`config.mk`:
```
export PLATFORM = sky130hd
export DESIGN_NAME = scr1_tcm_dmem_bridge
export DESIGN_NICKNAME = d
export VERILOG_FILES = /design/src/rtl/scr1_memif_pkg.sv /design/src/rtl/scr1_tcm_lane_align.sv /design/src/rtl/scr1_tcm_dmem_bridge.sv
export SDC_FILE = /design/constraint.sdc
export NUM_CORES = 1
export LEC_CHECK = 0
export ABC_AREA = 1
export BUFFER_PORTS_ARGS = -buffer_cell sky130_fd_sc_hd__buf_2
export CAP_MARGIN = 20
export CORE_MARGIN = 3
export CORE_UTILIZATION = 38
export CTS_CLUSTER_DIAMETER = 200
export DETAILED_ROUTE_END_ITERATION = 7
export HOLD_SLACK_MARGIN = 0.05
export PLACE_DENSITY = 0.84
export SYNTH_ARGS = -nofsm -noshare
export SYNTH_HDL_FRONTEND = slang
export SYNTH_SLANG_ARGS = --single-unit
```
`constraint.sdc`:
```
create_clock -name clk -period 1.6 [get_ports clk]
set_input_delay 0.08 -clock clk [delete_from_list [all_inputs] [get_ports clk]]
set_output_delay 0.08 -clock clk [all_outputs]
set_load 0.005 [all_outputs]
```
`src/rtl/scr1_memif_pkg.sv`:
```
// Memory-interface enums shared by the core data path and its bridges.
package scr1_memif_pkg;

    typedef enum logic {
        SCR1_MEM_CMD_RD = 1'b0,
        SCR1_MEM_CMD_WR = 1'b1
    } type_scr1_mem_cmd_e;

    typedef enum logic [1:0] {
        SCR1_MEM_WIDTH_BYTE  = 2'd0,
        SCR1_MEM_WIDTH_HWORD = 2'd1,
        SCR1_MEM_WIDTH_WORD  = 2'd2,
        SCR1_MEM_WIDTH_ERROR = 2'd3
    } type_scr1_mem_width_e;

    typedef enum logic [1:0] {
        SCR1_MEM_RESP_NOTRDY = 2'd0,
        SCR1_MEM_RESP_RDY_OK = 2'd1,
        SCR1_MEM_RESP_RDY_ER = 2'd2
    } type_scr1_mem_resp_e;

endpackage

```
`src/rtl/scr1_tcm_lane_align.sv`:
```
// Byte-lane steering: write enables/data toward the TCM, right-aligned read data back.
module scr1_tcm_lane_align
    import scr1_memif_pkg::*;
(
    input  logic [1:0]  req_width_i,
    input  logic [1:0]  req_off_i,
    input  logic [31:0] wdata_i,
    input  logic [1:0]  rsp_width_i,
    input  logic [1:0]  rsp_off_i,
    input  logic [31:0] qb_i,
    output logic [3:0]  webb_o,
    output logic [31:0] datab_o,
    output logic [31:0] rdata_o
);

    localparam logic [3:0]  LANE_B = 4'b0001;
    localparam logic [3:0]  LANE_H = 4'b0011;
    localparam logic [3:0]  LANE_W = 4'b1111;
    localparam logic [31:0] MASK_B = 32'h0000_00FF;
    localparam logic [31:0] MASK_H = 32'h0000_FFFF;

    logic [31:0] qb_shift;

    always_comb begin
        webb_o = 4'b0000;
        case (req_width_i)
            SCR1_MEM_WIDTH_BYTE:  webb_o = LANE_B << req_off_i;
            SCR1_MEM_WIDTH_HWORD: webb_o = LANE_H << req_off_i;
            SCR1_MEM_WIDTH_WORD:  webb_o = LANE_W;
            default:              webb_o = 4'b0000;
        endcase
    end

    assign datab_o  = wdata_i << {req_off_i, 3'b000};
    assign qb_shift = qb_i >> {rsp_off_i, 3'b000};

    always_comb begin
        rdata_o = 32'h0;
        case (rsp_width_i)
            SCR1_MEM_WIDTH_BYTE:  rdata_o = qb_shift & MASK_B;
            SCR1_MEM_WIDTH_HWORD: rdata_o = qb_shift & MASK_H;
            SCR1_MEM_WIDTH_WORD:  rdata_o = qb_shift;
            default:              rdata_o = 32'h0;
        endcase
    end

endmodule

```
`src/rtl/scr1_tcm_dmem_bridge.sv`:
```
// Core dmem handshake to TCM port-B bridge. Define SCR1_TCM_BRIDGE_RESP_REG_EN to
// register dmem_resp/dmem_rdata (two-cycle latency, one transaction outstanding).
module scr1_tcm_dmem_bridge
    import scr1_memif_pkg::*;
#(
    parameter int          SCR1_WIDTH    = 32,
    parameter logic [31:0] SCR1_SIZE     = 32'h0001_0000,
    parameter logic [31:0] SCR1_TCM_BASE = 32'hF000_0000,
    localparam int         AW            = $clog2(SCR1_SIZE)
) (
    input  logic                  clk,
    input  logic                  rst,
    input  logic                  dmem_req,
    input  logic                  dmem_cmd,
    input  logic [1:0]            dmem_width,
    input  logic [31:0]           dmem_addr,
    input  logic [SCR1_WIDTH-1:0] dmem_wdata,
    output logic                  dmem_req_ack,
    output logic [SCR1_WIDTH-1:0] dmem_rdata,
    output logic [1:0]            dmem_resp,
    output logic                  renb,
    output logic                  wenb,
    output logic [3:0]            webb,
    output logic [AW-3:0]         addrb,
    output logic [SCR1_WIDTH-1:0] datab,
    input  logic [SCR1_WIDTH-1:0] qb
);

    localparam logic [1:0] ST_IDLE = 2'd0;
    localparam logic [1:0] ST_RESP = 2'd1;
    localparam logic [1:0] ST_WAIT = 2'd2;
`ifdef SCR1_TCM_BRIDGE_RESP_REG_EN
    localparam logic [1:0] ST_CAPT = ST_WAIT;
`else
    localparam logic [1:0] ST_CAPT = ST_RESP;
`endif

    logic [1:0]  state_q, state_d;
    logic        ready_q, pend_q, cmd_q, err_q;
    logic [1:0]  width_q, off_q;
    logic        accept, req_err;
    logic [3:0]  lane_webb;
    logic [31:0] lane_datab, lane_rdata;
    logic [1:0]  resp_d;
    logic [31:0] rdata_d;

    assign req_err = (dmem_addr[31:AW] != SCR1_TCM_BASE[31:AW])
                   | (dmem_width == SCR1_MEM_WIDTH_ERROR)
                   | ((dmem_width == SCR1_MEM_WIDTH_HWORD) & dmem_addr[0])
                   | ((dmem_width == SCR1_MEM_WIDTH_WORD) & (dmem_addr[1:0] != 2'b00));

`ifdef SCR1_TCM_BRIDGE_RESP_REG_EN
    assign dmem_req_ack = ready_q & (state_q != ST_WAIT);
`else
    assign dmem_req_ack = ready_q;
`endif
    assign accept = dmem_req & dmem_req_ack;

    scr1_tcm_lane_align u_align (
        .req_width_i (dmem_width),
        .req_off_i   (dmem_addr[1:0]),
        .wdata_i     (dmem_wdata),
        .rsp_width_i (width_q),
        .rsp_off_i   (off_q),
        .qb_i        (qb),
        .webb_o      (lane_webb),
        .datab_o     (lane_datab),
        .rdata_o     (lane_rdata)
    );

    always_ff @(posedge clk or posedge rst) begin
        if (rst) begin
            state_q <= ST_IDLE;
            ready_q <= 1'b0;
            pend_q  <= 1'b0;
            cmd_q   <= 1'b0;
            err_q   <= 1'b0;
            width_q <= 2'd0;
            off_q   <= 2'd0;
        end else begin
            state_q <= state_d;
            ready_q <= 1'b1;
            pend_q  <= accept;
            if (accept) begin
                cmd_q   <= dmem_cmd;
                err_q   <= req_err;
                width_q <= dmem_width;
                off_q   <= dmem_addr[1:0];
            end
        end
    end

    always_comb begin
        state_d = ST_IDLE;
`ifdef SCR1_TCM_BRIDGE_RESP_REG_EN
        case (state_q)
            ST_IDLE: state_d = accept ? ST_WAIT : ST_IDLE;
            ST_WAIT: state_d = ST_RESP;
            ST_RESP: state_d = accept ? ST_WAIT : ST_IDLE;
            default: state_d = ST_IDLE;
        endcase
`else
        state_d = accept ? ST_RESP : ST_IDLE;
`endif
    end

    always_comb begin
        renb    = accept & ~req_err & (dmem_cmd == SCR1_MEM_CMD_RD);
        wenb    = accept & ~req_err & (dmem_cmd == SCR1_MEM_CMD_WR);
        webb    = wenb ? lane_webb : 4'b0000;
        datab   = wenb ? lane_datab : '0;
        addrb   = (renb | wenb) ? dmem_addr[AW-1:2] : '0;
        resp_d  = SCR1_MEM_RESP_NOTRDY;
        rdata_d = 32'h0;
        // ST_CAPT is the cycle qb is valid for the accepted request
        if (pend_q && (state_q == ST_CAPT)) begin
            resp_d = err_q ? SCR1_MEM_RESP_RDY_ER : SCR1_MEM_RESP_RDY_OK;
            if (!err_q && (cmd_q == SCR1_MEM_CMD_RD))
                rdata_d = lane_rdata;
        end
    end

`ifdef SCR1_TCM_BRIDGE_RESP_REG_EN
    logic [1:0]  resp_q;
    logic [31:0] rdata_q;

    always_ff @(posedge clk or posedge rst) begin
        if (rst) begin
            resp_q  <= SCR1_MEM_RESP_NOTRDY;
            rdata_q <= 32'h0;
        end else begin
            resp_q  <= resp_d;
            rdata_q <= rdata_d;
        end
    end

    assign dmem_resp  = resp_q;
    assign dmem_rdata = rdata_q;
`else
    assign dmem_resp  = resp_d;
    assign dmem_rdata = rdata_d;
`endif

endmodule

```
# Word level (Yosys, flattened, before mapping)
# Index checks and enable logic that the tools add are counted.
# classes
mux,10
n_shift,4
n_reduce_logical,6
n_bitwise,13
n_eq_ne,7
# op_table
op,count
32-bit two-way mux,3
32-bit case mux with 3 select lines,1
32-bit by 5-bit left shift with 32-bit output,1
32-bit by 5-bit >> shifter with 32-bit output,1
16-bit inequality test (second input constant),1
14-bit two-way mux,1
4-bit case mux with 3 select lines,1
1-bit bitwise AND,6
2-bit by 1-bit == test with 1-bit output (second input constant),3
2-bit == test (second input constant),3
2-bit zero test,2
2-bit two-way mux,2
4-bit two-way mux,1
1-bit OR,4
1-bit by 2-bit left shift with 4-bit output (first input constant),1
2-bit by 2-bit left shift with 4-bit output (first input constant),1
1-bit inverter,3
1-bit logical AND,2
2-bit nonzero test,1
1-bit zero test,1
1-bit two-way mux,1
# word_totals
wordCells,47
register_bits,10
input_bits,102
out_inout_bits,87

# Depth between registers and ports, before layout
# Gate-level depths: netlist of run 1.
# depth
ltp_word,9
ltp_mapped,9
mapped_depth_nobuf,7

# Hierarchy
# Synthesis of run 1 repeated with hierarchy kept, for this count alone.
# unflattened
cells_unflattened,534
hier_area_um2,2598.7
# by_module_without_submodules
mod,seq_area_each_um2,cells_per_inst,instances,area_per_inst_um2
scr1_tcm_lane_align,0.0,309,1,1453.9
scr1_tcm_dmem_bridge,200.2,225,1,1144.8

# Least setup slack after synthesis of run 1
# OpenSTA, ideal clock, no wires.
# synth_timing
path_type,register -> output
start,register err_q
end,output dmem_rdata[12]
setup_slack_ns,0.293
path_buffers,0
stages_incl_launch_ff,5
t_arrival_ns,1.227
t_required_ns,1.520
cell_sequence,dfrtp_1 > nor3_1 > nand2_1 > o21bai_1 > nor2_1
# synth_via
elab_chain_cells,4
# synth_rtl
item,line_no,rtl
from (decl),scr1_tcm_dmem_bridge.sv:39,"logic ready_q, pend_q, cmd_q, err_q;"
from (signal assigned),scr1_tcm_dmem_bridge.sv:86,err_q <= req_err;
1-bit zero test,scr1_tcm_dmem_bridge.sv:118,if (!err_q && (cmd_q == SCR1_MEM_CMD_RD))
1-bit logical AND,scr1_tcm_dmem_bridge.sv:118,
32-bit two-way mux,scr1_tcm_dmem_bridge.sv:118,
32-bit two-way mux,scr1_tcm_dmem_bridge.sv:116,if (pend_q && (state_q == ST_CAPT)) begin
to (decl),scr1_tcm_dmem_bridge.sv:19,"output logic [SCR1_WIDTH-1:0] dmem_rdata,"
# Every way passes these cells.

# Worst setup path after layout of run 1
# layout_timing
start,register ready_q (netlist: dmem_req_ack)
end,output datab[20]
# layout_via
elab_chain_cells,4
# layout_rtl
item,line_no,rtl
from (decl),scr1_tcm_dmem_bridge.sv:39,
from (signal assigned),scr1_tcm_dmem_bridge.sv:74,ready_q <= 1'b0;
from (signal assigned),scr1_tcm_dmem_bridge.sv:82,ready_q <= 1'b1;
1-bit bitwise AND,scr1_tcm_dmem_bridge.sv:57,assign accept = dmem_req & dmem_req_ack;
1-bit bitwise AND (2 in series),scr1_tcm_dmem_bridge.sv:109,wenb = accept & ~req_err & (dmem_cmd == SCR1_MEM_CMD_WR);
32-bit two-way mux,scr1_tcm_dmem_bridge.sv:111,datab = wenb ? lane_datab : '0;
to (decl),scr1_tcm_dmem_bridge.sv:25,"output logic [SCR1_WIDTH-1:0] datab,"
# Every way passes these cells.

==> results of run 1 <==
[flip-flops by register name, summed over array words and instances (netlist names)]
| signal | cells |
|---|---|
| err_q | 1 |
| off_q | 2 |
| dmem_req_ack | 1 |
| cmd_q | 1 |
| state_q | 1 |
| width_q | 2 |
[timing repair]
action | 4_1_cts | 5_1_grt
gates cloned | 1 | 2
setup buffers | 9 | 3
endpoints found under the hold margin | 8 | 0
pin swaps | 3 | 4
resized for setup | 7 | 60
endpoints found under the setup margin | 38 | 75
hold buffers | 1 | 0
[per-layer routing]
layer	part of all wire (%)	global-route usage, %
met1	36	24.7
met2	53	47.8
met3	9.8	4.42
met4	1.2	5.67
met5	0	0
[cell families after synthesis]
group | count (synthesis)
mux | 15
other cells | 1
simple gates | 258
flops | 8
compound gates | 46
buf+inv | 53
[cells in the final DEF (no fill, tap or decap), types with 2 or more instances in the layout]
cell type  instances
a21oi_1           18
buf_6             10
buf_2            185
o21ai_0           18
mux2i_2            2
clkinv_1           2
dfrtp_1            7
nand2_2            6
inv_1             25
buf_4             15
or2_2              8
clkbuf_8           3
nor2_4            18
nor2_1            46
nand3_1           16
and3_1            14
buf_12             3
a31oi_1            5
nand2_1          115
mux2i_1           13
nor2_2            30
a22o_1             3
[stage by stage]
step	area, um^2	setup TNS, ps	power [W]	utilization (%)
2_1_floorplan	2030	0	0.000625	-
3_3_place_gp	3040	0	0.000836	61.5
3_5_place_dp	3040	0	0.000850	61.5
4_1_cts	3220	-217	0.00111	65.1
5_1_grt	3480	-4050	0.00126	70.5
6_report	3480	-283	0.00117	70.5
[report_power, final]
group          switching (W)  internal, W
clock              0.0000803     0.000163
sequential         0.0000252     0.000222
combinational       0.000393     0.000284
total               0.000499     0.000669
[cell type report]
cell class | count | area (um^2)
clock buffer | 3 | 41.3
tap | 67 | 83.8
sequential | 8 | 201
multi-input combinational | 320 | 1730
fill | 456 | 1460
timing repair buffer | 217 | 1290
inverter | 31 | 136
[worst max-delay path: cells and delay by family, from the launching register on]
family | cells | cell delay, ps
and+or+nand+nor | 6 | 540
buffers and inverters | 3 | 450
DFF | 1 | 350
[how the worst max path moves through the flow]
stage / start / end / slack [ps] / depth (start not counted)
final: dmem_req_ack / datab[20] / -50 / 9
after CTS: dmem_req_ack / datab[12] / -20 / 9
after global routing: dmem_req_ack / datab[20] / -130 / 9
after floorplan: err_q / dmem_rdata[12] / 290 / 4
after global placement: err_q / dmem_rdata[15] / 180 / 5
after detailed placement: err_q / dmem_rdata[15] / 110 / 5
==> results.json, run 1 <==
{
  "min_from": "dmem_cmd",
  "synthTopCellsByArea": "nand2_1, nor2_1, dfrtp_1, nor2_2, mux2i_1",
  "wl_um": 8830,
  "async_reset_ff_share_pct": 100,
  "synth_area_leader_cell": "nand2_1",
  "rows": 25,
  "p_leak_nw": 2.09,
  "clock_path_buffers": 2,
  "finalMaxSlewViolations": 0,
  "port_buffers": 188,
  "wl_per_cell_um": 13.7,
  "drtIter0Drc": 160,
  "gp_congestion": 0.823,
  "firstDrtPassIters": 6,
  "nets": 683,
  "synthFlopType": "dfrtp_1",
  "dp_slack_ps": 114,
  "cp.arrival_ps": 1570,
  "synth_compound_area_share_pct": 12.5,
  "synth_top_family_by_area": "simple AND/OR/NAND/NOR gates",
  "yosys.cell_types.count": 29,
  "drive_gt1_share_pct": 50.4,
  "ios": 189,
  "r2r_cells": 7,
  "setup_viol_count_final": 22,
  "cts_root_buf": "clkbuf_8",
  "irDropWorstVdd_uv": 291,
  "synth_most_common_cell": "nand2_1",
  "path_clk_slew_ps": 40,
  "hold_depth": 3,
  "die-width_um": 79.1,
  "cts_inserted_buffers": 3,
  "syn_area_um2": 2030,
  "path_class": "flip-flop to output port",
  "drtAntennaViolNets": 0,
  "synth_xor_area_share_pct": 0,
  "area_growth_pct": 71.7,
  "fin_skew_ps": 1.66,
  "syn_area_per_cell_um2": 5.32,
  "netlist_instances": 381,
  "grt_max_degree": 29,
  "fin_cells": 646,
  "hpwl_um": 6210,
  "cts_max_level": 1,
  "synth_top_area_share_pct": 21.7,
  "synthTopCellsByCount": "nand2_1, nor2_1, nor2_2, inv_1",
  "ys_seq_area_share_pct": 9.87,
  "dieArea_um2": 6250,
  "antenna_cells": 0,
  "antenna_found_initial": 0,
  "start_util_pct": 41.0,
  "start_kind": "flip-flop",
  "fin_crit_sh_pct": 103,
  "rr_startpoint": "dmem_req_ack",
  "cp_slowest_stage_delay_ps": 350,
  "critPathRequiredTime_ps": 1520,
  "hold_viol_final": 0,
  "viasPerCell": 5.11,
  "maxCapViolCount": 0,
  "yosys.area_share.simple_pct": 57.4,
  "whs_ps": 155,
  "cts_tree": "yes",
  "synth_fp_nets": 483,
  "fmax_ghz": 0.604,
  "r2r_end": "err_q",
  "crit_path_max_fanout": 11,
  "clk_latency_ps": 230,
  "path_cells": "nand2_2, nor2_2, nand2_2, nor2_4, nand3_4, buf_12, buf_16, nor2_2, buf_2",
  "ys_ff_latch": 8,
  "synthMuxAreaShare_pct": 7.40,
  "route.detailed.drc": 0,
  "core_area_um2": 4940,
  "grt.overflow.total": 0,
  "outcome": "finished with violations",
  "grt_pass1_vias": 2965,
  "grt_pass1_wl_um": 12400,
  "cellPowerDensity_nw_per_um2": 335,
  "chipHeight_um": 79.1,
  "slowest_stage": "dfrtp_1",
  "ff2ff_setup_slack_ps": 430,
  "violations": "negative setup slack",
  "clock_sinks": 8,
  "hold_end": "cmd_q",
  "hold_path_class": "input pin to flip-flop",
  "yosys_warnings": 0,
  "synth-edff-count": 0,
  "yosys.area_share.adder_pct": 0,
  "grt.total_usage_pct": 23.7,
  "endpoint_kind": "output port",
  "period_minus_slack_ps": 1650,
  "rsz0062_at_grt": "true",
  "setup_slack_ps": -54.8,
  "dp.cells": 628,
  "via_count": 3302
}
Note: power is estimated with default switching activity, not from simulation.
==> inputs of run 2 (changes only) <==
--- a/config.mk
+++ b/config.mk
@@ -5,15 +5,14 @@
 export SDC_FILE = /design/constraint.sdc
 export NUM_CORES = 1
 export LEC_CHECK = 0
-export ABC_AREA = 1
 export BUFFER_PORTS_ARGS = -buffer_cell sky130_fd_sc_hd__buf_2
 export CAP_MARGIN = 20
 export CORE_MARGIN = 3
-export CORE_UTILIZATION = 38
+export CORE_UTILIZATION = 40
 export CTS_CLUSTER_DIAMETER = 200
 export DETAILED_ROUTE_END_ITERATION = 7
 export HOLD_SLACK_MARGIN = 0.05
-export PLACE_DENSITY = 0.84
+export PLACE_DENSITY = 0.85
 export SYNTH_ARGS = -nofsm -noshare
 export SYNTH_HDL_FRONTEND = slang
 export SYNTH_SLANG_ARGS = --single-unit
==> results.json, run 2 <==
{
  "fill_cells": 404,
  "crit_buf_inv": 3,
  "p_leak_nw": 1.89,
  "grt_max_degree": 41,
  "yosys.cell_types.count": 37,
  "synth_most_common_cell": "mux2i_1",
  "reg_top3": "off_q (2), width_q (2)",
  "cp_slowest_stage_delay_ps": 340,
  "hold_viol_final": 0,
  "grt.total_usage_pct": 24.5,
  "synth_top_area_share_pct": 21.4,
  "cellPowerDensity_nw_per_um2": 336,
  "grt.overflow.total": 0,
  "path_class": "flip-flop to output port",
  "wl_per_cell_um": 18.3,
  "route.detailed.drc": 0,
  "cts_tree": "yes",
  "hpwl_um": 7080,
  "period_minus_slack_ps": 1690,
  "rows": 26,
  "rsz0062_at_grt": "true",
  "mostFrequentLayoutCell": "buf_2",
  "core_area_um2": 5340,
  "cts_root_buf": "clkbuf_8",
  "path_clk_slew_ps": 40,
  "gp_congestion": 0.895,
  "finalMaxSlewViolations": 0,
  "violations": "negative setup slack",
  "cts_inserted_buffers": 3,
  "area_growth_pct": 66.8,
  "grt_use_met2_pct": 48.6,
  "path_cells": "and2_4, nand4_4, buf_4, clkbuf_16, nor3_1, buf_2",
  "wl_um": 9790,
  "outcome": "finished with violations",
  "maxCapViolCount": 0,
  "setup_viol_count_final": 14,
  "clk_latency_ps": 220,
  "drive_gt1_share_pct": 61.5,
  "whs_ps": 230,
  "synthTopCellsByArea": "mux2i_1, nor4_2, dfrtp_1, a211oi_1, and2_1",
  "via_count": 3028,
  "die-width_um": 81.7,
  "fmax_ghz": 0.592,
  "met3_usage_pct": 4.28,
  "cp.arrival_ps": 1610,
  "grt_pass1_wl_um": 13000,
  "antenna_found_initial": 0,
  "setup_tns_ps": -281,
  "clock_path_buffers": 2,
  "async_reset_ff_share_pct": 100,
  "synthTopCellsByCount": "mux2i_1, nor4_2, nand2_1, and2_1, a211oi_1",
  "critPathTopFamily": "simple AND/OR/NAND/NOR gates",
  "setup_slack_ps": -88.0,
  "dieArea_um2": 6670,
  "drtAntennaViolNets": 0,
  "fin_crit_sh_pct": 106,
  "port_buffers": 188,
  "fin_skew_ps": 2.71,
  "start_util_pct": 42.9,
  "antenna_cells": 0,
  "clock_sinks": 8,
  "drtIter0Drc": 123,
  "netlist_instances": 278,
  "yosys_warnings": 0,
  "firstDrtPassIters": 4,
  "critPathRequiredTime_ps": 1520,
  "synth-edff-count": 0,
  "worst-path-stages": 6,
  "grt_util_met1_pct": 26.2,
  "synth_area_leader_cell": "mux2i_1",
  "final_cell_mix": "buf_2, mux2i_1, nor4_2",
  "endpoint_kind": "output port",
  "ys_ff_latch": 8,
  "hold_depth": 2,
  "grt_pass1_vias": 2747,
  "cts_max_level": 1,
  "ys_seq_area_share_pct": 8.74,
  "ff2ff_setup_slack_ps": 270,
  "start_kind": "flip-flop",
  "crit_path_max_fanout": 6,
  "synth_fp_nets": 380,
  "grt.busiest_layer": "met2",
  "r2r_cells": 4,
  "chipHeight_um": 81.7,
  "fin_util_pct": 71.6,
  "irDropWorstVdd_uv": 229,
  "nets": 569,
  "slowest_stage": "dfrtp_1",
  "synthFlopType": "dfrtp_1",
  "ios": 189,
  "syn_area_um2": 2290,
  "hold_path_class": "input pin to flip-flop",
  "syn_area_per_cell_um2": 8.24,
  "viasPerCell": 5.66
}
-- run 2: changes by cell type in the layout (fill, tap and decap cells not counted), sizes merged, moves of 16 or more --
cell    previous run  this run
nand2            121        21
nor2              94        13
nor4               0        36
mux2i             15        49
a21oi             18         0
and2               0        18
a211oi             1        17
o21ai             18         2
-- run 2: per-layer routing --
metal | wire, um | vias to the layer above
met2 | 5320 | 170
met5 | 0 | -
li1 | - | 1422
met3 | 826 | 23
met1 | 3430 | 1413
met4 | 210 | 0
-- run 2: power by group --
group	switching, W	total (W)	internal (W)
Combinational	0.000424	0.000795	0.000371
Clock	0.0000731	0.000236	0.000162
Sequential	0.0000262	0.000252	0.000226
Total	0.000523	0.00128	0.000759
-- run 2: final cells by class --
cell class,count,area [um^2],area share [%]
Timing Repair Buffer,214,1300,34.1
Inverter,15,56.3,1.47
Sequential cell,8,201,5.27
Multi-Input combinational cell,225,2130,55.8
Clock buffer,3,41.3,1.08
Tap cell,70,87.6,2.29
-- run 2: per-stage QoR --
step | cell area (um^2) | worst slack [ps] | instances | power (W)
global route | 3820 | -164 | 535 | 0.00136
finish | 3820 | -88.0 | 535 | 0.00128
detailed placement | 3360 | 24.3 | 526 | 0.000936
global placement | 3360 | 98.3 | 526 | 0.000912
floorplan | 2290 | 196 | 278 | 0.000680
CTS | 3460 | -14.6 | 531 | 0.00119
-- run 2: logic make-up after synthesis --
family                    share of synthesized area (%)
DFF                                                8.74
other                                             0.164
muxes                                              23.9
buffers and inverters                              10.0
xor gates and xnor gates                          0.383
and+or+nand+nor                                    44.6
AOI/OAI and AO/OA                                  12.2
-- run 2: timing repair --
action,CTS,global route
setup endpoints to repair,72,54
hold endpoints to repair,8,0
setup buffers,1,1
cloned,0,3
resized for setup,11,47
pin swaps,0,13
hold buffers,1,0
-- run 2: final timing paths --
kind / startpoint / endpoint
worst max-delay path: dmem_req_ack / datab[6]
worst min-delay path: dmem_width[1] / width_q[1]
worst max register to register: dmem_req_ack / err_q
worst min register to register: cmd_q / cmd_q
max in group asynchronous: rst / off_q[1]
min in group asynchronous: rst / off_q[0]
-- run 2: worst reg2reg max path: stages (launching register included) --
cell     delay [ps]
dfrtp_1         340
and2_4          200
nand4_4         130
buf_12          200
o32a_1          350
